## config.mk

```make
export PLATFORM = sky130hd
export DESIGN_NAME = xbar_banks_pea_sel_sched_flat
export DESIGN_NICKNAME = d
export VERILOG_FILES = /design/src/rtl/xbar_banks_pea_sel_sched_pkg.sv /design/src/rtl/xbar_banks_pea_sel_sched_if.sv /design/src/rtl/xbar_banks_pea_sel_sched_cfg_table.sv /design/src/rtl/xbar_banks_pea_sel_sched.sv /design/src/flat_wrapper.sv
export SDC_FILE = /design/constraint.sdc
export NUM_CORES = 1
export LEC_CHECK = 0
export BUFFER_PORTS_ARGS = -buffer_cell sky130_fd_sc_hd__buf_2
export CORE_MARGIN = 10
export CORE_UTILIZATION = 30
export CTS_BUF_LIST = sky130_fd_sc_hd__clkbuf_8
export DETAILED_ROUTE_END_ITERATION = 12
export MAX_ROUTING_LAYER = met4
export PLACE_DENSITY = 0.56
export SYNTH_ARGS = -nofsm -noshare
export SYNTH_HDL_FRONTEND = slang
export SYNTH_HIERARCHICAL = 1
export SYNTH_SLANG_ARGS = --single-unit
export TNS_END_PERCENT = 50
```

## constraint.sdc

```tcl
create_clock -name clk_i -period 4.6 [get_ports clk_i]
set_input_delay 0.69 -clock clk_i [delete_from_list [all_inputs] [get_ports clk_i]]
set_output_delay 0.69 -clock clk_i [all_outputs]
set_load 0.03 [all_outputs]
```

## src/rtl/xbar_banks_pea_sel_sched_pkg.sv

```systemverilog
// Shared crossbar sizes and types for the bank/PE selector scheduler.
// DRAIN_CYCLES is only used when the scheduler is built with XBAR_SEL_SCHED_DRAIN_EN.
package xbar_pkg;
    localparam int N_PE_PER_GROUP         = 4;
    localparam int N_BANKS_PER_STREAM     = N_PE_PER_GROUP;
    localparam int LOG_N_PE_PER_GROUP     = $clog2(N_PE_PER_GROUP);
    localparam int LOG_N_BANKS_PER_STREAM = $clog2(N_BANKS_PER_STREAM);
    localparam int N_CFG_ENTRIES          = 8;
    localparam int LOG_N_CFG_ENTRIES      = $clog2(N_CFG_ENTRIES);
    localparam int N_ITER_W               = 16;
    localparam int N_PIPE_STAGE_BANKS_PEA = 3;
    localparam int DRAIN_CYCLES           = N_PIPE_STAGE_BANKS_PEA;

    typedef logic [N_PE_PER_GROUP-1:0][LOG_N_BANKS_PER_STREAM-1:0] sel_dmem_pea_t;
    typedef logic [N_BANKS_PER_STREAM-1:0][LOG_N_PE_PER_GROUP-1:0] sel_pea_dmem_t;

    typedef struct packed {
        sel_dmem_pea_t sel_dmem_pea;
        sel_pea_dmem_t sel_pea_dmem;
    } xbar_sel_cfg_t;

    typedef enum logic [1:0] {
        IDLE  = 2'd0,
        RUN   = 2'd1,
        DRAIN = 2'd2
    } xbar_sched_state_e;
endpackage

```

## src/rtl/xbar_banks_pea_sel_sched_if.sv

```systemverilog
// Control/config/selector bundle between the Mage control side (master) and the scheduler (slave).
interface xbar_banks_pea_sel_sched_if;
    import xbar_pkg::*;

    logic                         cfg_we_i;
    logic [LOG_N_CFG_ENTRIES-1:0] cfg_addr_i;
    sel_dmem_pea_t                cfg_sel_dmem_pea_i;
    sel_pea_dmem_t                cfg_sel_pea_dmem_i;
    logic                         start_i;
    logic [LOG_N_CFG_ENTRIES-1:0] last_entry_i;
    logic [N_ITER_W-1:0]          n_iter_i;
    logic                         stall_i;
    logic                         abort_i;
    sel_dmem_pea_t                sel_dmem_pea_o;
    sel_pea_dmem_t                sel_pea_dmem_o;
    logic                         sel_valid_o;
    logic                         cfg_ready_o;
    logic                         busy_o;
    logic                         done_o;

    modport master (
        output cfg_we_i, cfg_addr_i, cfg_sel_dmem_pea_i, cfg_sel_pea_dmem_i,
        output start_i, last_entry_i, n_iter_i, stall_i, abort_i,
        input  sel_dmem_pea_o, sel_pea_dmem_o, sel_valid_o, cfg_ready_o, busy_o, done_o
    );

    modport slave (
        input  cfg_we_i, cfg_addr_i, cfg_sel_dmem_pea_i, cfg_sel_pea_dmem_i,
        input  start_i, last_entry_i, n_iter_i, stall_i, abort_i,
        output sel_dmem_pea_o, sel_pea_dmem_o, sel_valid_o, cfg_ready_o, busy_o, done_o
    );
endinterface

```

## src/rtl/xbar_banks_pea_sel_sched_cfg_table.sv

```systemverilog
// Crossbar configuration register file: one synchronous write port, one combinational read port.
module xbar_sel_cfg_table
    import xbar_pkg::*;
(
    input  logic                         clk_i,
    input  logic                         rst_i,
    input  logic                         we_i,
    input  logic [LOG_N_CFG_ENTRIES-1:0] waddr_i,
    input  xbar_sel_cfg_t                wdata_i,
    input  logic [LOG_N_CFG_ENTRIES-1:0] raddr_i,
    output xbar_sel_cfg_t                rdata_o
);
    xbar_sel_cfg_t mem_q [N_CFG_ENTRIES];

    always_ff @(posedge clk_i or posedge rst_i) begin
        if (rst_i) begin
            for (int i = 0; i < N_CFG_ENTRIES; i++) begin
                mem_q[i] <= '0;
            end
        end else if (we_i) begin
            mem_q[waddr_i] <= wdata_i;
        end
    end

    assign rdata_o = mem_q[raddr_i];
endmodule

```

## src/rtl/xbar_banks_pea_sel_sched.sv

```systemverilog
// Replays crossbar selector entries 0..last for n_iter iterations after a start pulse.
// XBAR_SEL_SCHED_DRAIN_EN adds a DRAIN phase of DRAIN_CYCLES before done is reported.
module xbar_banks_pea_sel_sched
    import xbar_pkg::*;
(
    input  logic                        clk_i,
    input  logic                        rst_i,
    xbar_banks_pea_sel_sched_if.slave   bus
);
    localparam logic [N_ITER_W-1:0]          ITER_ONE = N_ITER_W'(1);
    localparam logic [LOG_N_CFG_ENTRIES-1:0] PTR_ONE  = LOG_N_CFG_ENTRIES'(1);

`ifdef XBAR_SEL_SCHED_DRAIN_EN
    localparam int DRAIN_CNT_W = $clog2(DRAIN_CYCLES + 1);
    localparam logic [DRAIN_CNT_W-1:0] DRAIN_LOAD = DRAIN_CNT_W'(DRAIN_CYCLES - 1);
    logic [DRAIN_CNT_W-1:0] drain_cnt_q;
`endif

    xbar_sched_state_e            state_q;
    logic [LOG_N_CFG_ENTRIES-1:0] ptr_q;
    logic [LOG_N_CFG_ENTRIES-1:0] last_q;
    logic [N_ITER_W-1:0]          iter_q;
    logic [N_ITER_W-1:0]          n_iter_q;
    logic                         fin_q;
    xbar_sel_cfg_t                sel_q;
    logic                         sel_valid_q;
    logic                         busy_q;
    logic                         done_q;

    logic                         tbl_we;
    logic [LOG_N_CFG_ENTRIES-1:0] rd_addr;
    xbar_sel_cfg_t                wr_cfg;
    xbar_sel_cfg_t                rd_cfg;
    xbar_sel_cfg_t                step_cfg;
    logic [LOG_N_CFG_ENTRIES-1:0] cur_ptr;
    logic [LOG_N_CFG_ENTRIES-1:0] cur_last;
    logic [N_ITER_W-1:0]          cur_iter;
    logic [N_ITER_W-1:0]          cur_n_iter;
    logic                         wrap;
    logic [LOG_N_CFG_ENTRIES-1:0] nxt_ptr;
    logic [N_ITER_W-1:0]          nxt_iter;
    logic                         final_step;

    assign tbl_we  = bus.cfg_we_i && (state_q == IDLE);
    assign rd_addr = (state_q == IDLE) ? '0 : ptr_q;
    assign wr_cfg  = '{sel_dmem_pea: bus.cfg_sel_dmem_pea_i, sel_pea_dmem: bus.cfg_sel_pea_dmem_i};

    xbar_sel_cfg_table u_table (
        .clk_i   (clk_i),
        .rst_i   (rst_i),
        .we_i    (tbl_we),
        .waddr_i (bus.cfg_addr_i),
        .wdata_i (wr_cfg),
        .raddr_i (rd_addr),
        .rdata_o (rd_cfg)
    );

    // A write landing on the same edge as start must be seen by the first step.
    assign step_cfg = (tbl_we && (bus.cfg_addr_i == rd_addr)) ? wr_cfg : rd_cfg;

    // Step bookkeeping: in IDLE the step being issued is entry 0 of iteration 0 of the new run.
    assign cur_ptr    = (state_q == IDLE) ? '0 : ptr_q;
    assign cur_iter   = (state_q == IDLE) ? '0 : iter_q;
    assign cur_last   = (state_q == IDLE) ? bus.last_entry_i : last_q;
    assign cur_n_iter = (state_q == IDLE) ? bus.n_iter_i : n_iter_q;
    assign wrap       = (cur_ptr == cur_last);
    assign nxt_ptr    = wrap ? '0 : cur_ptr + PTR_ONE;
    assign nxt_iter   = wrap ? cur_iter + ITER_ONE : cur_iter;
    assign final_step = wrap && (cur_iter == cur_n_iter - ITER_ONE);

    always_ff @(posedge clk_i or posedge rst_i) begin
        if (rst_i) begin
            state_q     <= IDLE;
            ptr_q       <= '0;
            last_q      <= '0;
            iter_q      <= '0;
            n_iter_q    <= '0;
            fin_q       <= 1'b0;
            sel_q       <= '0;
            sel_valid_q <= 1'b0;
            busy_q      <= 1'b0;
            done_q      <= 1'b0;
`ifdef XBAR_SEL_SCHED_DRAIN_EN
            drain_cnt_q <= '0;
`endif
        end else begin
            done_q <= 1'b0;
            if (bus.abort_i) begin
                state_q     <= IDLE;
                ptr_q       <= '0;
                iter_q      <= '0;
                fin_q       <= 1'b0;
                sel_valid_q <= 1'b0;
                busy_q      <= 1'b0;
`ifdef XBAR_SEL_SCHED_DRAIN_EN
                drain_cnt_q <= '0;
`endif
            end else begin
                case (state_q)
                    IDLE: begin
                        if (bus.start_i) begin
                            last_q   <= bus.last_entry_i;
                            n_iter_q <= bus.n_iter_i;
                            if (bus.n_iter_i == '0) begin
                                done_q <= 1'b1;
                            end else begin
                                state_q     <= RUN;
                                busy_q      <= 1'b1;
                                sel_q       <= step_cfg;
                                sel_valid_q <= 1'b1;
                                ptr_q       <= nxt_ptr;
                                iter_q      <= nxt_iter;
                                fin_q       <= final_step;
                            end
                        end
                    end
                    RUN: begin
                        // fin_q: the final step was already shown, so stall no longer applies.
                        if (fin_q) begin
                            fin_q       <= 1'b0;
                            ptr_q       <= '0;
                            iter_q      <= '0;
                            sel_valid_q <= 1'b0;
`ifdef XBAR_SEL_SCHED_DRAIN_EN
                            state_q     <= DRAIN;
                            drain_cnt_q <= DRAIN_LOAD;
`else
                            state_q     <= IDLE;
                            busy_q      <= 1'b0;
                            done_q      <= 1'b1;
`endif
                        end else if (bus.stall_i) begin
                            sel_valid_q <= 1'b0;
                        end else begin
                            sel_q       <= step_cfg;
                            sel_valid_q <= 1'b1;
                            ptr_q       <= nxt_ptr;
                            iter_q      <= nxt_iter;
                            fin_q       <= final_step;
                        end
                    end
`ifdef XBAR_SEL_SCHED_DRAIN_EN
                    DRAIN: begin
                        if (drain_cnt_q == '0) begin
                            state_q <= IDLE;
                            busy_q  <= 1'b0;
                            done_q  <= 1'b1;
                        end else begin
                            drain_cnt_q <= drain_cnt_q - 1'b1;
                        end
                    end
`endif
                    default: begin
                        state_q     <= IDLE;
                        busy_q      <= 1'b0;
                        sel_valid_q <= 1'b0;
                    end
                endcase
            end
        end
    end

    assign bus.sel_dmem_pea_o = sel_q.sel_dmem_pea;
    assign bus.sel_pea_dmem_o = sel_q.sel_pea_dmem;
    assign bus.sel_valid_o    = sel_valid_q;
    assign bus.busy_o         = busy_q;
    assign bus.done_o         = done_q;
    assign bus.cfg_ready_o    = (state_q == IDLE);
endmodule

```

## src/flat_wrapper.sv

```systemverilog
// flat-port wrapper written by rule: the top's interface ports become plain ports
module xbar_banks_pea_sel_sched_flat import xbar_pkg::*;
  (clk_i, rst_i, bus_cfg_we_i, bus_cfg_addr_i, bus_cfg_sel_dmem_pea_i, bus_cfg_sel_pea_dmem_i, bus_start_i, bus_last_entry_i, bus_n_iter_i, bus_stall_i, bus_abort_i, bus_sel_dmem_pea_o, bus_sel_pea_dmem_o, bus_sel_valid_o, bus_cfg_ready_o, bus_busy_o, bus_done_o);
  xbar_banks_pea_sel_sched_if bus_i ();
  input  logic clk_i;
  input  logic rst_i;
  input wire logic [$bits(bus_i.cfg_we_i)-1:0] bus_cfg_we_i;
  input wire logic [$bits(bus_i.cfg_addr_i)-1:0] bus_cfg_addr_i;
  input wire logic [$bits(bus_i.cfg_sel_dmem_pea_i)-1:0] bus_cfg_sel_dmem_pea_i;
  input wire logic [$bits(bus_i.cfg_sel_pea_dmem_i)-1:0] bus_cfg_sel_pea_dmem_i;
  input wire logic [$bits(bus_i.start_i)-1:0] bus_start_i;
  input wire logic [$bits(bus_i.last_entry_i)-1:0] bus_last_entry_i;
  input wire logic [$bits(bus_i.n_iter_i)-1:0] bus_n_iter_i;
  input wire logic [$bits(bus_i.stall_i)-1:0] bus_stall_i;
  input wire logic [$bits(bus_i.abort_i)-1:0] bus_abort_i;
  output wire logic [$bits(bus_i.sel_dmem_pea_o)-1:0] bus_sel_dmem_pea_o;
  output wire logic [$bits(bus_i.sel_pea_dmem_o)-1:0] bus_sel_pea_dmem_o;
  output wire logic [$bits(bus_i.sel_valid_o)-1:0] bus_sel_valid_o;
  output wire logic [$bits(bus_i.cfg_ready_o)-1:0] bus_cfg_ready_o;
  output wire logic [$bits(bus_i.busy_o)-1:0] bus_busy_o;
  output wire logic [$bits(bus_i.done_o)-1:0] bus_done_o;
  assign bus_i.cfg_we_i = bus_cfg_we_i;
  assign bus_i.cfg_addr_i = bus_cfg_addr_i;
  assign bus_i.cfg_sel_dmem_pea_i = bus_cfg_sel_dmem_pea_i;
  assign bus_i.cfg_sel_pea_dmem_i = bus_cfg_sel_pea_dmem_i;
  assign bus_i.start_i = bus_start_i;
  assign bus_i.last_entry_i = bus_last_entry_i;
  assign bus_i.n_iter_i = bus_n_iter_i;
  assign bus_i.stall_i = bus_stall_i;
  assign bus_i.abort_i = bus_abort_i;
  assign bus_sel_dmem_pea_o = bus_i.sel_dmem_pea_o;
  assign bus_sel_pea_dmem_o = bus_i.sel_pea_dmem_o;
  assign bus_sel_valid_o = bus_i.sel_valid_o;
  assign bus_cfg_ready_o = bus_i.cfg_ready_o;
  assign bus_busy_o = bus_i.busy_o;
  assign bus_done_o = bus_i.done_o;
  xbar_banks_pea_sel_sched u_core (.clk_i(clk_i), .rst_i(rst_i), .bus(bus_i));
endmodule
```

==> results of run 1 <==
## area by class of cell
class                   count  area (um2)  share of cell area [%]
multi-input cells         517        4780                    44.1
flip-flops and latches    186        4660                    42.9
well taps                 402         503                    4.64
repair buffers             80         443                    4.09
clock buffers              18         248                    2.29
clock inverters            13         175                    1.62
inverters                   8        32.5                   0.300
diodes                      3        7.51                  0.0692
## power by group
part           switching [W]  internal (W)  total (W)
clock network       0.000663      0.000520    0.00118
registers           0.000211       0.00199    0.00220
logic               0.000457      0.000525   0.000982
total                0.00133       0.00303    0.00436
## how the worst min path moves through the flow
stage | depth (start not counted) | to | from
detailed placement | 2 | u_core/bus.sel_pea_dmem_o[3] | u_core/bus.sel_pea_dmem_o[3]
global route | 2 | u_core/bus.sel_pea_dmem_o[1] | rst_i
floorplan | 1 | u_core/u_table/mem_q[121] | u_core/u_table/mem_q[121]
global placement | 2 | u_core/bus.sel_dmem_pea_o[4] | u_core/bus.sel_dmem_pea_o[4]
CTS | 2 | u_core/bus.sel_pea_dmem_o[1] | rst_i
finish | 2 | u_core/bus.sel_pea_dmem_o[1] | rst_i
## registers in the layout, summed over array words and instances, names as in the netlist, 3 cells and up
| register | count |
|---|---|
| u_core/n_iter_q | 16 |
| u_core/u_table/mem_q | 128 |
| u_core/ptr_q | 3 |
| u_core/last_q | 3 |
| u_core/bus.sel_pea_dmem_o | 8 |
| u_core/iter_q | 16 |
| u_core/bus.sel_dmem_pea_o | 8 |
## routing by layer
metal	vias up	part of all wire [%]	global-route usage, %
met3	19	4.8	2.93
met1	3202	45	16.0
li1	2919	-	-
met5	-	0	-
met4	0	1.1	2.89
met2	113	49	20.5
## logic make-up after synthesis
family                     after synthesis
xor gates and xnor gates                35
adders and majority gates                3
muxes                                  216
buffers and inverters                   57
and+or+nand+nor                        166
AOI/OAI and AO/OA                       97
DFF                                    186
## through the flow
stage               cells  area, um2  util, %  setup slack (ns)  hold WS [ns]
floorplan             760       9690        -             0.336         0.450
global placement     1193      10400     32.8              1.14         0.464
detailed placement   1193      10400     32.8              1.07         0.469
CTS                  1224      10800     34.2              1.02         0.341
global route         1227      10800     34.2             0.725         0.376
finish               1227      10800     34.2             0.997         0.341
## placed cells by master, fill, tap and decap left out, drive strengths merged, types with 8 or more instances in the layout
cell,netlist,routed
nand2b,8,8
a21oi,17,17
nand3,10,10
dfrtp,186,186
nand2,51,51
nor2,22,22
mux2,163,163
and2,8,8
o21ai,46,46
xnor2,24,24
mux4,32,32
nor3,9,9
xor2,11,11
inv,8,15
clkbuf,19,18
buf,30,80
mux2i,21,21
==> summary.txt, run 1 <==
Critical path
  – Family with the most delay on the worst path: compound AO/OA/AOI/OAI gates
  – Slowest stage cell, crit path: a222oi_1
  – Critical path's largest stage delay: roughly 1.0 ns
  – Crit path DAT: 3.98 ns
  – Crit path to: u_core/fin_q
  – Worst Path Buf+Inv: 0
  – CP max FO: between 40 and 50
  – Cell Chain, Critical Path: or4b_4 -> a222oi_1 -> o211ai_1 -> xnor2_1 -> o2111ai_1 -> o31ai_2
  – Worst reg2reg path depth: 6
  – Crit path from: u_core/bus.busy_o
  – WS Path Type: flop to flop
  – R2R Setup Slk: around 1.0 ns
  – Critical R2R Capture: u_core/fin_q
  – Worst setup SP type: flop
  – FF-to-FF Start: u_core/bus.busy_o
  – Worst Setup End Kind: flop
  – Required time of the critical path: approximately 5.0 ns
  – Crit path depth: 6

Logic synthesis
  – Warnings, synthesis: 6
  – Mux cell area share after synthesis: roughly 29%
  – Simple-Gate Fraction of Synth Area: roughly a tenth
  – Top cells by count, synth: dfrtp_1, mux2_2, nand2_1
  – Syn Std Cell Area: 9690 um2
  – Synth unique cells: 74
  – Area share of the largest cell type after synthesis: roughly half
  – Synthesized area per cell: between 10 and 15 um2
  – Synth area leaders: dfrtp_1, mux2_2, mux4_2
  – Synth Instances: 760
  – Seq/Total Area, Yosys: 48.0%
  – Cell taking the most area after synthesis: dfrtp_1
  – Main combinational cell family by area after synthesis: multiplexers
  – FFs w/ async S/R, synth: 100%
  – Post-synth EDFFs: 0
  – Net count after synthesis: 807
  – Post-Synth Adder-Cell Area: 0.387%
  – Top-count cell post-synth: dfrtp_1
  – Post-Synth XOR/XNOR Area: under 10%
  – Post-synthesis register bit count: approximately 190
  – Synth Flop Type: dfrtp_1
  – Compound-cell area share of the yosys netlist: 6.34%

Drt
  – Vias: 6253
  – Router iterations before antenna repair: 5
  – Post-Route WL: 24.1 mm
  – Drt drc: 0
  – WL per Instance: slightly below 20 um
  – ANT nets after route: 0
  – First DRT Iteration DRCs: about 440
  – Vias per inst: 5.10

Clock network
  – Cts hold-fix bufs: 0
  – Root buf cell: clkbuf_8
  – Clk buf depth: 2
  – CTS tree: built
  – Clk_lat worst skew: about 0.48 ns
  – H-Tree Depth: 4
  – Clk pin slew, worst setup/hold paths: between 0.1 and 0.15 ns
  – Post-CTS sizing: 0
  – CTS sink cnt: 186
  – Postcts setup bufs: 0
  – Inserted Clock Buffers: 17

Timing
  – Minimum period implied by the final worst setup slack: about 3.6 ns
  – Total negative slack: 0 ns
  – Worst-Margin Slew: between 1 and 1.5 ns
  – Worst rel slew slack: 19.7%
  – Final setup vio count: 0
  – Final Hold Viols: 0
  – Period utilisation layout: about four fifths
  – Fmax: ~0.28 GHz
  – RSZ-0062 raised after global routing: no
  – Max-slew violation count: 0
  – Fin Clk Skew: roughly 0.016 ns

Placed design
  – HPWL after detailed placement: between 15 and 20 mm
  – RePlAce Congestion: slightly above 0.8
  – IO buf count: 63

Global routing
  – Overflow after GRT: 0
  – All-Layer GR Usage: 12.7%
  – Largest net degree at the start of global routing: 69
  – First-pass GRT wire length: between 30 and 40 mm
  – Antenna violations before repair: 3
  – Vias in the first global route: ~6400

Floorplan
  – Initial Util: a little under a third
  – Core area: ~32000 um2
  – Die Ht: approximately 200 um
  – Row count: 65
  – Die area: ~40000 um2
  – Die width: roughly 200 um
  – I/O pin count: 64

Job
  – Max_cap viols: 0

Finish
  – Ratio of cells with drive above 1 in the final layout: between 30% and 40%
  – Area growth, synth to finish: 11.9%
  – Nets: ~860
  – # fillers: between 3000 and 4000

Min path
  – HP Class: input pin to async pin

Status
  – Status: complete, no violations

Power
  – Worst vdd ir: between 0.2 and 0.25 mV
  – Pleak: approximately 4.5 nW
  – Power Density: just over 400 nW/um2
  – Power Total: 0.00436 W
Note: power is estimated with default switching activity, not from simulation.
==> run 2, diff against run 1 <==
PLACE_DENSITY = 0.58   (was 0.56)
clock period = 2.97 ns   (was 4.6 ns; I/O delays follow)
==> summary.txt, run 2 (synthesis gave the netlist of run 1 again) <==
Timing
  – Max-slew violation count: 0 (unchanged)
  – Period utilisation layout: 93.0% (+15 points)
  – Final Hold Viols: 0 (unchanged)
  – Minimum period implied by the final worst setup slack: 2.76 ns (-0.842 ns)
  – Fin Clk Skew: 0.0233 ns (+0.00749 ns)
  – Fmax: 0.362 GHz (+31%)
  – Worst-Margin Slew: 0.875 ns (-0.330 ns)
  – RSZ-0062 raised after global routing: no
  – Worst rel slew slack: 41.6% (+22 points)
  – Final setup vio count: 0 (unchanged)

Critical path
  – Crit path DAT: 3.14 ns (-0.84 ns)
  – Family with the most delay on the worst path: compound AO/OA/AOI/OAI gates
  – Critical path's largest stage delay: 0.60 ns (-0.44 ns)
  – FF-to-FF Start: u_core/bus.busy_o
  – CP max FO: 19 (-61%)
  – Worst reg2reg path depth: 6 (unchanged)
  – WS Path Type: flop to flop
  – Worst Setup End Kind: flop
  – Slowest stage cell, crit path: dfrtp_4
  – R2R Setup Slk: 0.21 ns (-0.79 ns)
  – Critical R2R Capture: u_core/fin_q
  – Cell Chain, Critical Path: or4_4 -> a222oi_1 -> xnor2_1 -> a211oi_1 -> o2111ai_1 -> o31ai_2
  – Crit path from: u_core/bus.busy_o
  – Required time of the critical path: 3.35 ns (-1.63 ns)
  – Worst setup SP type: flop
  – Worst Path Buf+Inv: 0 (unchanged)

Finish
  – Post-layout util: 35.1% (+0.93 points)
  – Most flops, register: u_core/u_table/mem_q
  – Nets: 876 (+2.2%)
  – Area growth, synth to finish: 14.9%
  – Ratio of cells with drive above 1 in the final layout: 39.5% (+1.6 points)
  – Commonest non-fill, non-tap cell in the layout: dfrtp_1
  – Post-Layout Cell Count: 1247 (+1.6%)
  – # fillers: 3125 (-0.95%)
  – Largest registers: u_core/u_table/mem_q: 128 flops, u_core/iter_q: 16 flops, u_core/n_iter_q: 16 flops
  – Commonest cells after routing, fill and taps aside: dfrtp_1, mux2_2, buf_2, nand2_1, o21ai_0
  – Max reg flops: 128 (unchanged)

Min path
  – HP Class: input pin to async pin

Power
  – Pleak: 4.62 nW (+3.2%)
  – Power Density: 620 nW/um2 (+54%)
  – Switching part of the total: 32.8% (+2.4 points)
  – Reg power frac: 48.9% (-1.5 points)
  – Pint: 0.00463 W (+53%)
  – Clock share of power: 28.2% (+1.1 points)
  – Worst vdd ir: 0.397 mV (+83%)
  – Combinational Power Share: 23.0% (+0.5 points)
  – Net Sw Power: 0.00227 W (+70%)

Floorplan
  – Die Ht: 200 um (unchanged)
  – I/O pin count: 64 (unchanged)
  – Die width: 200 um (unchanged)
  – Core area: 31700 um2 (unchanged)
  – Initial Util: 30.6% (unchanged)
  – Die area: 39900 um2 (unchanged)
  – Row count: 65 (unchanged)

Drt
  – Vias: 6327 (+1.2%)
  – Post-Route WL: 23.9 mm (-0.72%)
  – WL per Instance: 19.2 um (-2.3%)
  – Drt drc: 0 (unchanged)
  – Vias per inst: 5.07 (-0.44%)
  – First DRT Iteration DRCs: 342 (-21%)
  – Router iterations before antenna repair: 4 (-1)
  – ANT nets after route: 0 (unchanged)

Placed design
  – HPWL after detailed placement: 16.4 mm (+3.0%)
  – IO buf count: 63 (unchanged)
  – RePlAce Congestion: 0.820 (about the same)
  – Cell count after placement: 1212 (+1.6%)

Clock network
  – Inserted Clock Buffers: 17 (unchanged)
  – Clk buf depth: 2 (unchanged)
  – Clk pin slew, worst setup/hold paths: 0.13 ns (+0.02 ns)
  – CTS tree: built
  – CTS sink cnt: 186 (unchanged)
  – Postcts setup bufs: 0 (unchanged)
  – Clk_lat worst skew: 0.48 ns (about the same)
  – Root buf cell: clkbuf_8
  – H-Tree Depth: 4 (unchanged)

Job
  – Max_cap viols: 0 (unchanged)

Global routing
  – Vias in the first global route: 6528 (+1.8%)
  – First-pass GRT wire length: 37.9 mm (-0.26%)
  – All-Layer GR Usage: 12.6% (-0.13 points)
  – Antenna violations before repair: 3 (unchanged)
  – Largest net degree at the start of global routing: 49 (-29%)
  – Overflow after GRT: 0 (unchanged)

Status
  – Status: complete, no violations
==> run 2: cell types whose count changed in the layout (fill, tap and decap cells not counted), sizes merged <==
cell | previous run | this run
clkinv | 3 | 5
inv | 15 | 17
buf | 80 | 99
bufinv | 2 | 0
clkbuf | 18 | 17
==> run 2: power by group through the flow <==
stage          clock network, W  logic, W  registers [W]
5_1_grt                 0.00210   0.00174        0.00345
3_3_place_gp                  0   0.00157        0.00341
4_1_cts                 0.00201   0.00161        0.00338
2_1_floorplan                 0   0.00108        0.00347
3_5_place_dp                  0   0.00160        0.00343
6_report                0.00194   0.00158        0.00337
==> run 2: layout make-up <==
type	instances	area, um2	area share (%)
antenna	3	7.51	0.0674
clock buffer	17	234	2.10
multi-input combinational	517	4780	42.9
tap	402	503	4.52
sequential	186	4660	41.8
timing repair buffer	99	686	6.16
inverter	8	33.8	0.303
clock inverter	15	234	2.10
==> run 2: repair_timing <==
action / CTS / global route
gates resized for setup: 0 / 2
endpoints found under the setup margin: 0 / 1
hold buffers: 0 / 0
==> run 2: how the worst max path moves through the flow <==
stage	endpoint	slack, ns	depth (start not counted)
floorplan	u_core/fin_q	-0.87	15
global placement	u_core/iter_q[5]	0.19	9
detailed placement	u_core/fin_q	0.22	8
CTS	u_core/fin_q	0.18	10
global route	u_core/fin_q	0.05	10
finish	u_core/fin_q	0.21	6
==> run 2: through the flow <==
step	setup TNS [ns]	worst slack (ns)	total power (W)	area, um2	hold slack, ns
after global routing	0	0.0522	0.00728	11100	0.124
after global placement	0	0.191	0.00498	10700	0.460
after detailed placement	0	0.221	0.00504	10700	0.466
after CTS	0	0.182	0.00699	11100	0.100
final	0	0.209	0.00690	11100	0.0878
after floorplan	-6.20	-0.869	0.00454	9700	0.450
==> run 2: metal layers <==
metal	track usage, %	share of wire, %	vias to the layer above
met2	20.9	50	71
met5	-	0	-
met1	15.5	46	3274
li1	-	-	2971
met3	2.47	3.5	11
met4	3.14	0.80	0
